`src/rtl/axi_sram_bridge_pkg.sv`:
```
// axi_sram_bridge_pkg: shared AXI constants, bridge FSM states and burst address stepping.
package axi_sram_bridge_pkg;

   localparam logic [1:0] BURST_FIXED = 2'b00;
   localparam logic [1:0] BURST_INCR  = 2'b01;
   localparam logic [1:0] BURST_WRAP  = 2'b10;

   localparam logic [1:0] RESP_OKAY   = 2'b00;
   localparam logic [1:0] RESP_SLVERR = 2'b10;

   typedef enum logic [1:0] {IDLE, RD, WR, WRESP} state_t;

   // Word address of the next beat; a WRAP window only exists for lens 1/3/7/15, else it steps like INCR.
   function automatic logic [31:0] next_addr(input logic [31:0] a, input logic [7:0] len,
                                             input logic [1:0] burst);
      logic        wrap;
      logic [31:0] mask;
      mask = {24'd0, len};
      wrap = burst == BURST_WRAP && (len == 8'd1 || len == 8'd3 || len == 8'd7 || len == 8'd15);
      next_addr = burst == BURST_FIXED ? a :
                  wrap ? (a & ~mask) | ((a + 32'd1) & mask) : a + 32'd1;
   endfunction

endpackage

```
`src/rtl/axi_sram_rbuf.sv`:
```
// axi_sram_rbuf: 2-entry FIFO holding read beats (data + last) while the master stalls rready.
module axi_sram_rbuf (
   input  logic        aclk,
   input  logic        global_reset,
   input  logic        push,
   input  logic        pop,
   input  logic [31:0] din,
   input  logic        din_last,
   output logic [31:0] dout,
   output logic        dout_last,
   output logic        full,
   output logic        empty
);

   logic [32:0] mem [2];
   logic        wp, rp;
   logic [1:0]  cnt;

   assign full              = cnt == 2'd2;
   assign empty             = cnt == 2'd0;
   assign {dout_last, dout} = mem[rp];

   always_ff @(posedge aclk)
      if (push) mem[wp] <= {din_last, din};

   always_ff @(posedge aclk or posedge global_reset) begin
      if (global_reset) begin
         wp  <= 1'b0;
         rp  <= 1'b0;
         cnt <= 2'd0;
      end else begin
         wp  <= wp ^ push;
         rp  <= rp ^ pop;
         cnt <= cnt + {1'b0, push} - {1'b0, pop};
      end
   end

endmodule

```
`src/rtl/axi_sram_bridge.sv`:
```
// axi_sram_bridge: AXI4 slave serving one burst at a time from a single-port synchronous SRAM.
// Reads bypass the SRAM data straight to R when the beat buffer is empty, giving 2-cycle latency.
module axi_sram_bridge
   import axi_sram_bridge_pkg::*;
#(
   parameter int ADDR_W = 16
) (
   input  logic              aclk,
   input  logic              global_reset,
   input  logic [3:0]        arid,
   input  logic [31:0]       araddr,
   input  logic [7:0]        arlen,
   input  logic [2:0]        arsize,
   input  logic [1:0]        arburst,
   input  logic              arvalid,
   output logic              arready,
   output logic [3:0]        rid,
   output logic [31:0]       rdata,
   output logic [1:0]        rresp,
   output logic              rlast,
   output logic              rvalid,
   input  logic              rready,
   input  logic [3:0]        awid,
   input  logic [31:0]       awaddr,
   input  logic [7:0]        awlen,
   input  logic [2:0]        awsize,
   input  logic [1:0]        awburst,
   input  logic              awvalid,
   output logic              awready,
   input  logic [31:0]       wdata,
   input  logic [3:0]        wstrb,
   input  logic              wlast,
   input  logic              wvalid,
   output logic              wready,
   output logic [3:0]        bid,
   output logic [1:0]        bresp,
   output logic              bvalid,
   input  logic              bready,
   output logic              sram_en,
   output logic [3:0]        sram_we,
   output logic [ADDR_W-1:0] sram_addr,
   output logic [31:0]       sram_wdata,
   input  logic [31:0]       sram_rdata
);

   state_t            state;
   logic              rd_first, pend, pend_last, werr;
   logic [3:0]        id_q;
   logic [7:0]        len_q;
   logic [1:0]        burst_q;
   logic [ADDR_W-1:0] addr_q;
   logic [8:0]        left;
   logic [31:0]       nxt, rb_data;
   logic              rb_last, rb_full, rb_empty, rb_push, rb_pop;
   logic              ar_hs, aw_hs, rd_issue, w_hs, last_beat, mism, r_done;
   logic              unused_ok;

   // On a tie only the arbitration winner sees ready, so exactly one channel handshakes.
   assign arready   = state == IDLE && !global_reset && !(arvalid && awvalid && !rd_first);
   assign awready   = state == IDLE && !global_reset && !(arvalid && awvalid && rd_first);
   assign ar_hs     = arvalid && arready;
   assign aw_hs     = awvalid && awready && !ar_hs;
   assign w_hs      = wvalid && wready;
   assign last_beat = left == 9'd1;
   assign mism      = wlast != last_beat;
   assign nxt       = next_addr(32'(addr_q), len_q, burst_q);

   // Issue only if the beat returning next cycle is sure to find a free slot.
   assign rd_issue = state == RD && left != 9'd0 && (rb_empty || (!rb_full && !pend));

   assign rvalid  = !rb_empty || pend;
   assign rdata   = rb_empty ? sram_rdata : rb_data;
   assign rlast   = rb_empty ? pend_last : rb_last;
   assign rid     = id_q;
   assign rresp   = RESP_OKAY;
   assign rb_pop  = rready && !rb_empty;
   assign rb_push = pend && !(rb_empty && rready);
   assign r_done  = rvalid && rready && rlast;
   assign bid     = id_q;

   assign sram_en    = rd_issue || w_hs;
   assign sram_we    = w_hs ? wstrb : 4'd0;
   assign sram_addr  = addr_q;
   assign sram_wdata = wdata;

   assign unused_ok = ^{arsize, awsize, araddr[31:ADDR_W+2], araddr[1:0],
                        awaddr[31:ADDR_W+2], awaddr[1:0], nxt[31:ADDR_W]};

   axi_sram_rbuf u_rbuf (
      .aclk         (aclk),
      .global_reset (global_reset),
      .push         (rb_push),
      .pop          (rb_pop),
      .din          (sram_rdata),
      .din_last     (pend_last),
      .dout         (rb_data),
      .dout_last    (rb_last),
      .full         (rb_full),
      .empty        (rb_empty)
   );

   always_ff @(posedge aclk or posedge global_reset) begin
      if (global_reset) begin
         state     <= IDLE;
         rd_first  <= 1'b1;
         pend      <= 1'b0;
         pend_last <= 1'b0;
         werr      <= 1'b0;
         id_q      <= 4'd0;
         len_q     <= 8'd0;
         burst_q   <= BURST_INCR;
         addr_q    <= '0;
         left      <= 9'd0;
         wready    <= 1'b0;
         bvalid    <= 1'b0;
         bresp     <= RESP_OKAY;
      end else begin
         pend      <= rd_issue;
         pend_last <= rd_issue && last_beat;
         if (rd_issue || w_hs) begin
            addr_q <= nxt[ADDR_W-1:0];
            left   <= left - 9'd1;
         end
         case (state)
            IDLE:
               if (ar_hs) begin
                  id_q     <= arid;
                  len_q    <= arlen;
                  burst_q  <= arburst;
                  addr_q   <= araddr[ADDR_W+1:2];
                  left     <= {1'b0, arlen} + 9'd1;
                  rd_first <= 1'b0;
                  state    <= RD;
               end else if (aw_hs) begin
                  id_q     <= awid;
                  len_q    <= awlen;
                  burst_q  <= awburst;
                  addr_q   <= awaddr[ADDR_W+1:2];
                  left     <= {1'b0, awlen} + 9'd1;
                  rd_first <= 1'b1;
                  werr     <= 1'b0;
                  wready   <= 1'b1;
                  state    <= WR;
               end
            RD:
               if (r_done) state <= IDLE;
            WR:
               if (w_hs) begin
                  werr <= werr | mism;
                  if (last_beat) begin
                     wready <= 1'b0;
                     bvalid <= 1'b1;
                     bresp  <= (werr || mism) ? RESP_SLVERR : RESP_OKAY;
                     state  <= WRESP;
                  end
               end
            WRESP:
               if (bready) begin
                  bvalid <= 1'b0;
                  state  <= IDLE;
               end
         endcase
      end
   end

endmodule

```
`config.mk`:
```
export PLATFORM = sky130hd
export DESIGN_NAME = axi_sram_bridge
export DESIGN_NICKNAME = d
export VERILOG_FILES = /design/src/rtl/axi_sram_bridge_pkg.sv /design/src/rtl/axi_sram_rbuf.sv /design/src/rtl/axi_sram_bridge.sv
export SDC_FILE = /design/constraint.sdc
export NUM_CORES = 1
export LEC_CHECK = 0
export ABC_AREA = 1
export CAP_MARGIN = 10
export CORE_AREA = 2 2 118 143
export CTS_CLUSTER_SIZE = 40
export DETAILED_ROUTE_END_ITERATION = 7
export DIE_AREA = 0 0 120 145
export GPL_TIMING_DRIVEN = 0
export PLACE_DENSITY = 0.83
export RECOVER_POWER = 50
export SLEW_MARGIN = 20
export SYNTH_ARGS = -nofsm -noshare
export SYNTH_HDL_FRONTEND = slang
export SYNTH_HIERARCHICAL = 1
export SYNTH_SLANG_ARGS = --single-unit
```
`constraint.sdc`:
```
create_clock -name aclk -period 3.1 [get_ports aclk]
set_clock_uncertainty 0.15 [all_clocks]
set_input_delay 0.465 -clock aclk [delete_from_list [all_inputs] [get_ports aclk]]
set_output_delay 0.465 -clock aclk [all_outputs]
set_load 0.02 [all_outputs]
```
After elaboration in Yosys (flattened, before gate mapping)
Memory sizes are Yosys's and may differ from the RTL's.
Index checks and enable logic that the tools add are counted.
Storage, ports and cells
  bits in registers: 53
  memory bits (writable): 66
  input port bits: 174
  output and inout bits: 103
  logic and storage cells: 140
  memories kept: 1
Operators by class
  $add $sub $neg: 6
  equality and inequality tests: 18
  mux-type cells: 43
  bitwise logic cells: 7
  reductions and logical operators: 49
Memories
  u_rbuf.mem: depth 2, width 33, read ports 1, clocked after Yosys merged registers in 0, wr ports 1, line axi_sram_rbuf.sv:15  | logic [32:0] mem [2];
Operator list (number)
  $mux 16: 6
  $mux 9: 4
  $mux 32: 1
  $logic_and 1x1->1: 20
  $add 8x1->9 const B: 2
  $mux 2: 9
  $add 16x1->16 const B: 1
  $and 16x16->16: 1
  $and 16x8->16: 1
  $mux 8: 2
  $not 8->16: 1
  $or 16x16->16: 1
  $mux 1: 14
  $mux 4: 3
  $ne 2x2->1 const B: 6
  $reduce_and 5->1: 2
  $eq 9x1->1 const B: 1
  $logic_not 1->1: 9
  $reduce_bool 9->1: 1
  $sub 9x1->9 const B: 1
  $eq 2x2->1 const B: 4
  $eq 8x1->1 const B: 1
  $eq 8x2->1 const B: 1
  $eq 8x3->1 const B: 1
  16 further kinds: 30

Logic depth before layout (Yosys ltp)
Gate-level depths: netlist of run 1.
  depth in word-level cells: 11
  depth in mapped cells: 14
  depth with buffers taken out: 14

By module
The synthesis of run 1 kept the hierarchy.
By module, submodules not included
  axi_sram_bridge: times used 1, cells each 638, area an instance 3953.8 um^2, seq. area each 1203.7 um^2
  axi_sram_rbuf: times used 1, cells each 197, area an instance 2672.6 um^2, seq. area each 2082.0 um^2

Worst setup path before layout of run 1
OpenSTA, ideal clock, no wires.
  path type: flip-flop to flip-flop
  start point: register u_rbuf.cnt[0]
  end point: memory u_rbuf.mem[0][0] (enable)
  library setup time: 393 ps
  arrival time: 1883 ps
  data required time: 2557 ps
  setup slack: 674 ps
  stages on the path, launching flop included: 6
  buffers on the path: 2
  clock period less this slack: 2426 ps
  path through: dfrtp_1 -> nor2_1 -> buf_2 -> buf_1 -> a21oi_1 -> ha_1
On the way
  longest elaborated chain between the ends: 6
Ends and longest elaborated chain
  from (decl): line axi_sram_rbuf.sv:17  | logic [1:0] cnt;
  from (signal assigned): line axi_sram_rbuf.sv:34  | cnt <= cnt + {1'b0, push} - {1'b0, pop};
  $logic_not 2->1: line axi_sram_rbuf.sv:20  | assign empty = cnt == 2'd0;
  net rb_empty: line axi_sram_bridge.sv:54  | logic rb_last, rb_full, rb_empty, rb_push, rb_pop;
  $logic_and 1x1->1: line axi_sram_bridge.sv:77  | assign rb_push = pend && !(rb_empty && rready);
  $logic_not 1->1: line axi_sram_bridge.sv:77
  $logic_and 1x1->1: line axi_sram_bridge.sv:77
  net rb_push: line axi_sram_bridge.sv:54
  $mux 1: line axi_sram_rbuf.sv:24  | if (push) mem[wp] <= {din_last, din};
  $mux 1 (not written as such): line axi_sram_rbuf.sv:24
  to (decl): line axi_sram_rbuf.sv:15
The timed path passes the listed nets, and every way through them passes these cells.

Worst setup path after layout of run 1
  start point: register u_rbuf.cnt[1]
  end point: output port rdata[23]
On the way
  longest elaborated chain between the ends: 2
Ends and longest elaborated chain
  $logic_not 2->1: line axi_sram_rbuf.sv:20
  net rb_empty: line axi_sram_bridge.sv:54
  $mux 32: line axi_sram_bridge.sv:72  | assign rdata = rb_empty ? sram_rdata : rb_data;
  to (decl): line axi_sram_bridge.sv:18  | output logic [31:0] rdata,
The timed path passes the listed nets, and every way through them passes these cells.

==> results of run 1 <==
## metal layers
metal  up-vias  share of wire (%)  track usage [%]
met1      2783                 39             22.0
met2       201                 54             37.1
li1       3094                  -                -
met5         -                  0                0
met3        25                5.0             3.30
met4         0                2.5             8.18
## sequential cells by signal, summed over array words and instances, names as in the netlist, 2 cells and up
register / flops
u_rbuf/cnt: 2
u_rbuf/mem: 66
sram_addr: 16
bid: 4
len_q: 8
left: 9
state: 2
burst_q: 2
## how the worst max path moves through the flow
stage | from | end | slack, ns
CTS | u_rbuf/cnt[1] | rdata[4] | 0.005
global placement | rready | u_rbuf/mem[0][28] | -0.002
detailed placement | wvalid | sram_en | 0.17
global route | u_rbuf/cnt[1] | rdata[30] | 0.007
finish | u_rbuf/cnt[1] | rdata[23] | 0.18
floorplan | u_rbuf/cnt[0] | u_rbuf/mem[0][0] | 0.67
## cell families after synthesis
family                     after synthesis  share of synthesized area [%]
and+or+nand+nor                        433                           26.6
adders and majority gates                9                           1.70
AOI/OAI and AO/OA                       91                           7.80
xor gates and xnor gates                10                           1.32
buffers and inverters                  173                           13.0
other                                    1                         0.0566
DFF                                    118                           49.6
## layout make-up
type | instances | area (sq um)
plain buffers | 67 | 468
clock buffers | 17 | 425
clock inverters | 15 | 224
fillers | 1345 | 6360
inverters | 106 | 398
multi-input cells | 546 | 2500
flip-flops and latches | 118 | 3290
well taps | 212 | 265
repair buffers | 206 | 2090
## power breakdown
part           internal, mW  switching [mW]
Combinational          1.86            2.64
Clock                  1.43           0.728
Sequential             2.17           0.303
Total                  5.46            3.67
## synthesized netlist by cell type
| cell type | instances | area, sq um |
|---|---|---|
| sky130_fd_sc_hd__xnor2_1 | 3 | 26.3 |
| sky130_fd_sc_hd__conb_1 | 1 | 3.75 |
| sky130_fd_sc_hd__edfxtp_1 | 66 | 1980 |
| sky130_fd_sc_hd__a21oi_1 | 7 | 35.0 |
| sky130_fd_sc_hd__o221ai_1 | 1 | 8.76 |
| sky130_fd_sc_hd__inv_2 | 5 | 18.8 |
| sky130_fd_sc_hd__dfrtp_1 | 50 | 1250 |
| sky130_fd_sc_hd__or2_2 | 2 | 12.5 |
| sky130_fd_sc_hd__and2b_1 | 1 | 7.51 |
| sky130_fd_sc_hd__buf_6 | 6 | 67.6 |
| sky130_fd_sc_hd__buf_1 | 1 | 3.75 |
| sky130_fd_sc_hd__nand3b_1 | 3 | 22.5 |
| sky130_fd_sc_hd__nand4_1 | 5 | 31.3 |
| sky130_fd_sc_hd__o21bai_1 | 3 | 22.5 |
| sky130_fd_sc_hd__a21oi_2 | 1 | 8.76 |
| sky130_fd_sc_hd__nor2_1 | 55 | 206 |
| sky130_fd_sc_hd__a31oi_1 | 10 | 62.6 |
| sky130_fd_sc_hd__inv_1 | 101 | 379 |
| sky130_fd_sc_hd__xor2_1 | 7 | 61.3 |
| sky130_fd_sc_hd__buf_4 | 40 | 300 |
| sky130_fd_sc_hd__nand2_2 | 4 | 25.0 |
| sky130_fd_sc_hd__and3_1 | 1 | 6.26 |
| sky130_fd_sc_hd__o211ai_1 | 4 | 30.0 |
| sky130_fd_sc_hd__o21ai_2 | 1 | 8.76 |
| sky130_fd_sc_hd__o21ai_1 | 5 | 25.0 |
| sky130_fd_sc_hd__a32oi_1 | 1 | 8.76 |
| sky130_fd_sc_hd__o22ai_1 | 1 | 6.26 |
| sky130_fd_sc_hd__nor2_2 | 1 | 6.26 |
| sky130_fd_sc_hd__nor3_1 | 7 | 35.0 |
| sky130_fd_sc_hd__ha_1 | 9 | 113 |
| sky130_fd_sc_hd__dfstp_2 | 2 | 52.6 |
| sky130_fd_sc_hd__o21ai_0 | 53 | 265 |
| sky130_fd_sc_hd__nand2_1 | 290 | 1090 |
| sky130_fd_sc_hd__a22o_1 | 4 | 35.0 |
| sky130_fd_sc_hd__nand3_1 | 64 | 320 |
| sky130_fd_sc_hd__buf_2 | 11 | 55.1 |
| sky130_fd_sc_hd__clkbuf_1 | 9 | 33.8 |
## worst reg2reg max path: cells and delay by family (launching register included)
family	cells	cell delay, ns
AND/OR/NAND/NOR	1	0.06
flip-flops	1	0.37
adder cells (fa/ha/maj)	1	0.46
buffers and inverters	3	0.64
AO/OA/AOI/OAI	1	0.29
## timing repair
action                                  CTS  global route
setup buffers                             0             0
gates resized for setup                   4             9
endpoints found under the setup margin   11            23
gates cloned                              0             0
pin swaps                                 0             0
==> insert_results.sql, run 1 <==
INSERT INTO impl_metrics (metric_group, metric, value, unit) VALUES
('sta', 'max_slew_margin', '7.37', '%'),
('sta', 'tightest_slew', '1.39', 'ns'),
('clock_network', 'clock_latency', '0.40', 'ns'),
('routing', 'wl', '17300', 'um'),
('clock_network', 'cts_hold_repair.buffers', '0', ''),
('routing', 'final_antenna_net_count', '0', ''),
('finish', 'num-nets-final', '1245', ''),
('setup_path', 'start_kind', 'flop', ''),
('setup_path', 'sum_of_buffers_and_inverters_on_the_critical_path', '4', ''),
('placed_design', 'pre_cts_slack', '0.168', 'ns'),
('setup_path', 'worst_r2r_endpoint', 'u_rbuf/mem[1][15]', ''),
('routing', 'avgRoutedWirePerCell', '13.4', 'um'),
('clock_network', 'clk_path_buf_depth', '2', ''),
('routing', 'via_count', '6103', ''),
('finish', 'finalCoreUtilization', '60.3', '%'),
('floorplanning', 'rows', '51', ''),
('floorplanning', 'initial_core_util', '41.4', '%'),
('job', 'maxCapViolations', '0', ''),
('synth', 'postSynthRegisterBits', '118', ''),
('placed_design', 'postPlaceCellArea', '9000', 'sq um'),
('floorplanning', 'floorplan.die.width', '120', 'um'),
('setup_path', 'regToRegSetupSlack', '0.83', 'ns'),
('global_route', 'first_global_vias', '6061', ''),
('global_route', 'grt_usage', '19.9', '%'),
('pwr', 'design_power_total', '9.13', 'mW'),
('pwr', 'power-per-cell-area', '946', 'nW/um^2'),
('pwr', 'ir_drop', '0.000456', 'V'),
('clock_network', 'cts_tree', 'done', ''),
('finish', 'mostFrequentLayoutCell', 'sky130_fd_sc_hd__nand2_1', ''),
('setup_path', 'cp.arrival', '2.31', 'ns'),
('setup_path', 'top_family_by_delay_on_critical_path', 'buffers and inverters', ''),
('setup_path', 'critical-path-slowest-cell', 'sky130_fd_sc_hd__clkdlybuf4s50_1', ''),
('sta', 'achievable-frequency', '0.342', 'GHz'),
('finish', 'syn_to_final_growth', '45.7', '%'),
('placed_design', 'hpwlAfterDp', '13200', 'um'),
('placed_design', 'dp_cells', '1255', ''),
('routing', 'drc', '0', ''),
('global_route', 'number_of_antenna_violations_at_the_first_check_in_global_routing', '0', ''),
('routing', 'drtPass1Iterations', '4', ''),
('finish', 'antennaDiodeCount', '0', ''),
('sta', 'hold_slack', '0.328', 'ns'),
('setup_path', 'end_kind', 'output port', ''),
('synth', 'yosysSeqAreaShare', '49.6', '%'),
('sta', 'timing.setup.tns', '0', 'ns'),
('synth', 'syn-cell-area', '6630', 'sq um'),
('sta', 'timing.final.hold_violations', '0', ''),
('sta', 'setup_viol', '0', ''),
('sta', 'layout_setup_ws', '0.179', 'ns'),
('setup_path', 'cp.depth', '7', ''),
('clock_network', 'clk_pin_slew', '0.06', 'ns'),
('sta', 'min_period_over_period', '94.2', '%'),
('worst_hold_path', 'worst_hold_path_type', 'primary input to asynchronous set/reset pin', ''),
('clock_network', 'ctsHtreeMaxLevel', '4', ''),
('synth', 'syn_avg_cell_area', '7.94', 'sq um'),
('sta', 'timing.final.crit_period', '2.92', 'ns'),
('global_route', 'overflow', '0', ''),
('global_route', 'grt_start_max_net_pins', '31', ''),
('sta', 'unrepaired_setup_endpoints_after_global_routing', 'false', ''),
('synth', 'syn-instance-count', '835', ''),
('synth', 'post_synth_num_cell_types', '37', ''),
('finish', 'most-common-layout-cells', 'sky130_fd_sc_hd__nand2_1 (292), sky130_fd_sc_hd__clkdlybuf4s50_1 (130), sky130_fd_sc_hd__inv_1 (102), sky130_fd_sc_hd__dlygate4sd3_1 (72), sky130_fd_sc_hd__edfxtp_1 (66)', ''),
('setup_path', 'timing.setup.critical_path_class', 'flop to output port', ''),
('finish', 'final_design_area_no_fill', '9650', 'sq um'),
('placed_design', 'numPortBuffers', '203', ''),
('clock_network', 'numCtsBuffers', '17', ''),
('routing', 'drt-initial-drc-count', '356', ''),
('outcome', 'run_status', 'completed', ''),
('floorplanning', 'fp.coreArea', '16000', 'sq um'),
('setup_path', 'r2r_cells', '6', ''),
('floorplanning', 'die-area', '17400', 'sq um'),
('global_route', 'grt_first_pass_wirelength', '28000', 'um');
Note: power is estimated with default switching activity, not from simulation.
==> run 2, diff against run 1 <==
--- a/config.mk
+++ b/config.mk
@@ -14,6 +14,7 @@
 export GPL_TIMING_DRIVEN = 0
 export PLACE_DENSITY = 0.83
 export RECOVER_POWER = 50
+export SKIP_CTS_REPAIR_TIMING = 1
 export SLEW_MARGIN = 20
 export SYNTH_ARGS = -nofsm -noshare
 export SYNTH_HDL_FRONTEND = slang
==> run 2 against run 1 <==
Effect of this change:
- wire length grew 0.17%
- largest power group unchanged
- critical endpoint unchanged
- register-to-register slack worse by 0.07 ns
- cell count stayed put
==> insert_results.sql, run 2 (synthesis gave the netlist of run 1 again) <==
INSERT INTO impl_metrics (metric_group, metric, value, unit) VALUES
('routing', 'wl', '17300', 'um'),
('setup_path', 'worst_r2r_endpoint', 'sram_addr[10]', ''),
('routing', 'final_antenna_net_count', '0', ''),
('sta', 'min_period_over_period', '94.2', '%'),
('sta', 'hold_slack', '0.330', 'ns'),
('routing', 'avgRoutedWirePerCell', '13.5', 'um'),
('sta', 'achievable-frequency', '0.343', 'GHz'),
('finish', 'finalCoreUtilization', '60.3', '%'),
('routing', 'drtPass1Iterations', '4', ''),
('setup_path', 'timing.critical_path.fanout_max', '10', ''),
('clock_network', 'ctsHtreeMaxLevel', '4', ''),
('routing', 'drt-initial-drc-count', '360', ''),
('setup_path', 'end_kind', 'output port', ''),
('finish', 'num-nets-final', '1245', ''),
('setup_path', 'regToRegSetupSlack', '0.76', 'ns'),
('global_route', 'first_global_vias', '6065', ''),
('global_route', 'grt.met3_usage', '3.30', '%'),
('routing', 'drc', '0', ''),
('global_route', 'global_route.usage.met2', '37.1', '%'),
('sta', 'layout_setup_ws', '0.181', 'ns'),
('placed_design', 'gp_routability_congestion', '0.900', ''),
('placed_design', 'numPortBuffers', '203', ''),
('setup_path', 'start_kind', 'flop', ''),
('floorplanning', 'floorplan.die.width', '120', 'um'),
('finish', 'reg_with_most_ffs', 'u_rbuf/mem', ''),
('finish', 'syn_to_final_growth', '45.8', '%'),
('pwr', 'cell_leakage_power', '4.46', 'nW'),
('outcome', 'run_status', 'completed', ''),
('sta', 'timing.final.crit_period', '2.92', 'ns'),
('setup_path', 'critical_path_required', '2.48', 'ns'),
('finish', 'antennaDiodeCount', '0', ''),
('finish', 'most-common-layout-cells', 'sky130_fd_sc_hd__nand2_1 (292), sky130_fd_sc_hd__clkdlybuf4s50_1 (131), sky130_fd_sc_hd__inv_1 (103), sky130_fd_sc_hd__dlygate4sd3_1 (71), sky130_fd_sc_hd__edfxtp_1 (66)', ''),
('sta', 'max_slew_margin', '7.28', '%'),
('floorplanning', 'initial_core_util', '41.4', '%'),
('sta', 'setup_viol', '0', ''),
('global_route', 'grt_usage', '19.9', '%'),
('global_route', 'grt_start_max_net_pins', '31', ''),
('finish', 'drive_above_1_share', '10.4', '%'),
('clock_network', 'clock_latency', '0.40', 'ns'),
('setup_path', 'cp.arrival', '2.30', 'ns'),
('placed_design', 'hpwlAfterDp', '13200', 'um'),
('pwr', 'power-per-cell-area', '946', 'nW/um^2'),
('clock_network', 'cts_sinks', '118', ''),
('sta', 'timing.final.hold_violations', '0', ''),
('floorplanning', 'die-area', '17400', 'sq um'),
('floorplanning', 'chipHeight', '145', 'um'),
('clock_network', 'cts_tree', 'done', ''),
('finish', 'largest_register_ffs', '66', ''),
('placed_design', 'pre_cts_slack', '0.168', 'ns'),
('floorplanning', 'ioPinCount', '277', ''),
('pwr', 'ir_drop', '0.000456', 'V'),
('finish', 'layout.filler_cells', '1342', ''),
('clock_network', 'numCtsBuffers', '17', ''),
('setup_path', 'r2r_start', 'state[0]', ''),
('setup_path', 'timing.setup.critical_path_class', 'flop to output port', ''),
('finish', 'mostFrequentLayoutCell', 'sky130_fd_sc_hd__nand2_1', ''),
('setup_path', 'r2r_cells', '11', ''),
('sta', 'timing.setup.tns', '0', 'ns'),
('global_route', 'global_route.usage.met1', '22.0', '%'),
('clock_network', 'clock_tree.root_cell', 'sky130_fd_sc_hd__clkbuf_16', ''),
('global_route', 'overflow', '0', ''),
('global_route', 'grt_most_used_layer', 'met2', ''),
('pwr', 'design_power_total', '9.14', 'mW'),
('worst_hold_path', 'worst_hold_path_type', 'primary input to asynchronous set/reset pin', ''),
('job', 'maxCapViolations', '0', ''),
('setup_path', 'timing.critical_path.from', 'u_rbuf/cnt[1]', ''),
('setup_path', 'worstSetupEndpoint', 'rdata[23]', ''),
('sta', 'unrepaired_setup_endpoints_after_global_routing', 'false', ''),
('clock_network', 'clk_pin_slew', '0.06', 'ns'),
('global_route', 'grt_first_pass_wirelength', '28000', 'um'),
('clock_network', 'clk_path_buf_depth', '2', ''),
('global_route', 'number_of_antenna_violations_at_the_first_check_in_global_routing', '0', ''),
('floorplanning', 'rows', '51', ''),
('sta', 'finalMaxSlewViolations', '0', ''),
('sta', 'tightest_slew', '1.39', 'ns'),
('routing', 'via_count', '6124', ''),
('floorplanning', 'fp.coreArea', '16000', 'sq um'),
('routing', 'vias_per_cell', '4.76', '');
[run 2: critical path, stage by stage, from the launching register on]
cell	delay, ns
sky130_fd_sc_hd__dfrtp_1	0.37
sky130_fd_sc_hd__nor2_1	0.06
sky130_fd_sc_hd__buf_2	0.19
sky130_fd_sc_hd__inv_1	0.20
sky130_fd_sc_hd__buf_2	0.28
sky130_fd_sc_hd__nand2_1	0.10
sky130_fd_sc_hd__nand2_1	0.08
sky130_fd_sc_hd__clkdlybuf4s50_1	0.61
[run 2: worst min path at each step]
stage	start	to	slack (ns)	cells past startpoint
3_5_place_dp	pend_last	u_rbuf/mem[1][32]	0.32	0
4_1_cts	global_reset	u_rbuf/wp	0.23	2
5_1_grt	global_reset	u_rbuf/wp	0.33	2
2_1_floorplan	global_reset	u_rbuf/cnt[0]	0.08	1
6_report	global_reset	u_rbuf/wp	0.33	2
3_3_place_gp	pend_last	u_rbuf/mem[0][32]	0.31	0
[run 2: layout make-up]
type	count	area (sq um)	share of cell area, %
well taps	212	265	2.75
multi-input cells	546	2500	25.9
clock inverters	15	224	2.32
inverters	106	398	4.12
flip-flops and latches	118	3290	34.0
plain buffers	67	468	4.84
clock buffers	17	425	4.40
repair buffers	206	2090	21.7
[run 2: metal layers]
layer  routed length (um)  part of all wire (%)  vias to the layer above
met1                 6730                    39                     2812
met4                  425                   2.5                        0
met3                  807                   4.7                       25
li1                     -                     -                     3092
met5                    0                     0                        -
met2                 9350                    54                      195
[run 2: where the power goes]
group          internal [mW]  total, mW  switching (mW)
Combinational           1.87       4.51            2.64
Sequential              2.17       2.47           0.303
Clock                   1.43       2.16           0.728
[run 2: stage by stage]
stage,instances,cell area [sq um]
3_5_place_dp,1255,9000
5_1_grt,1287,9660
2_1_floorplan,837,6630
6_report,1287,9660
3_3_place_gp,1252,8930
4_1_cts,1287,9650
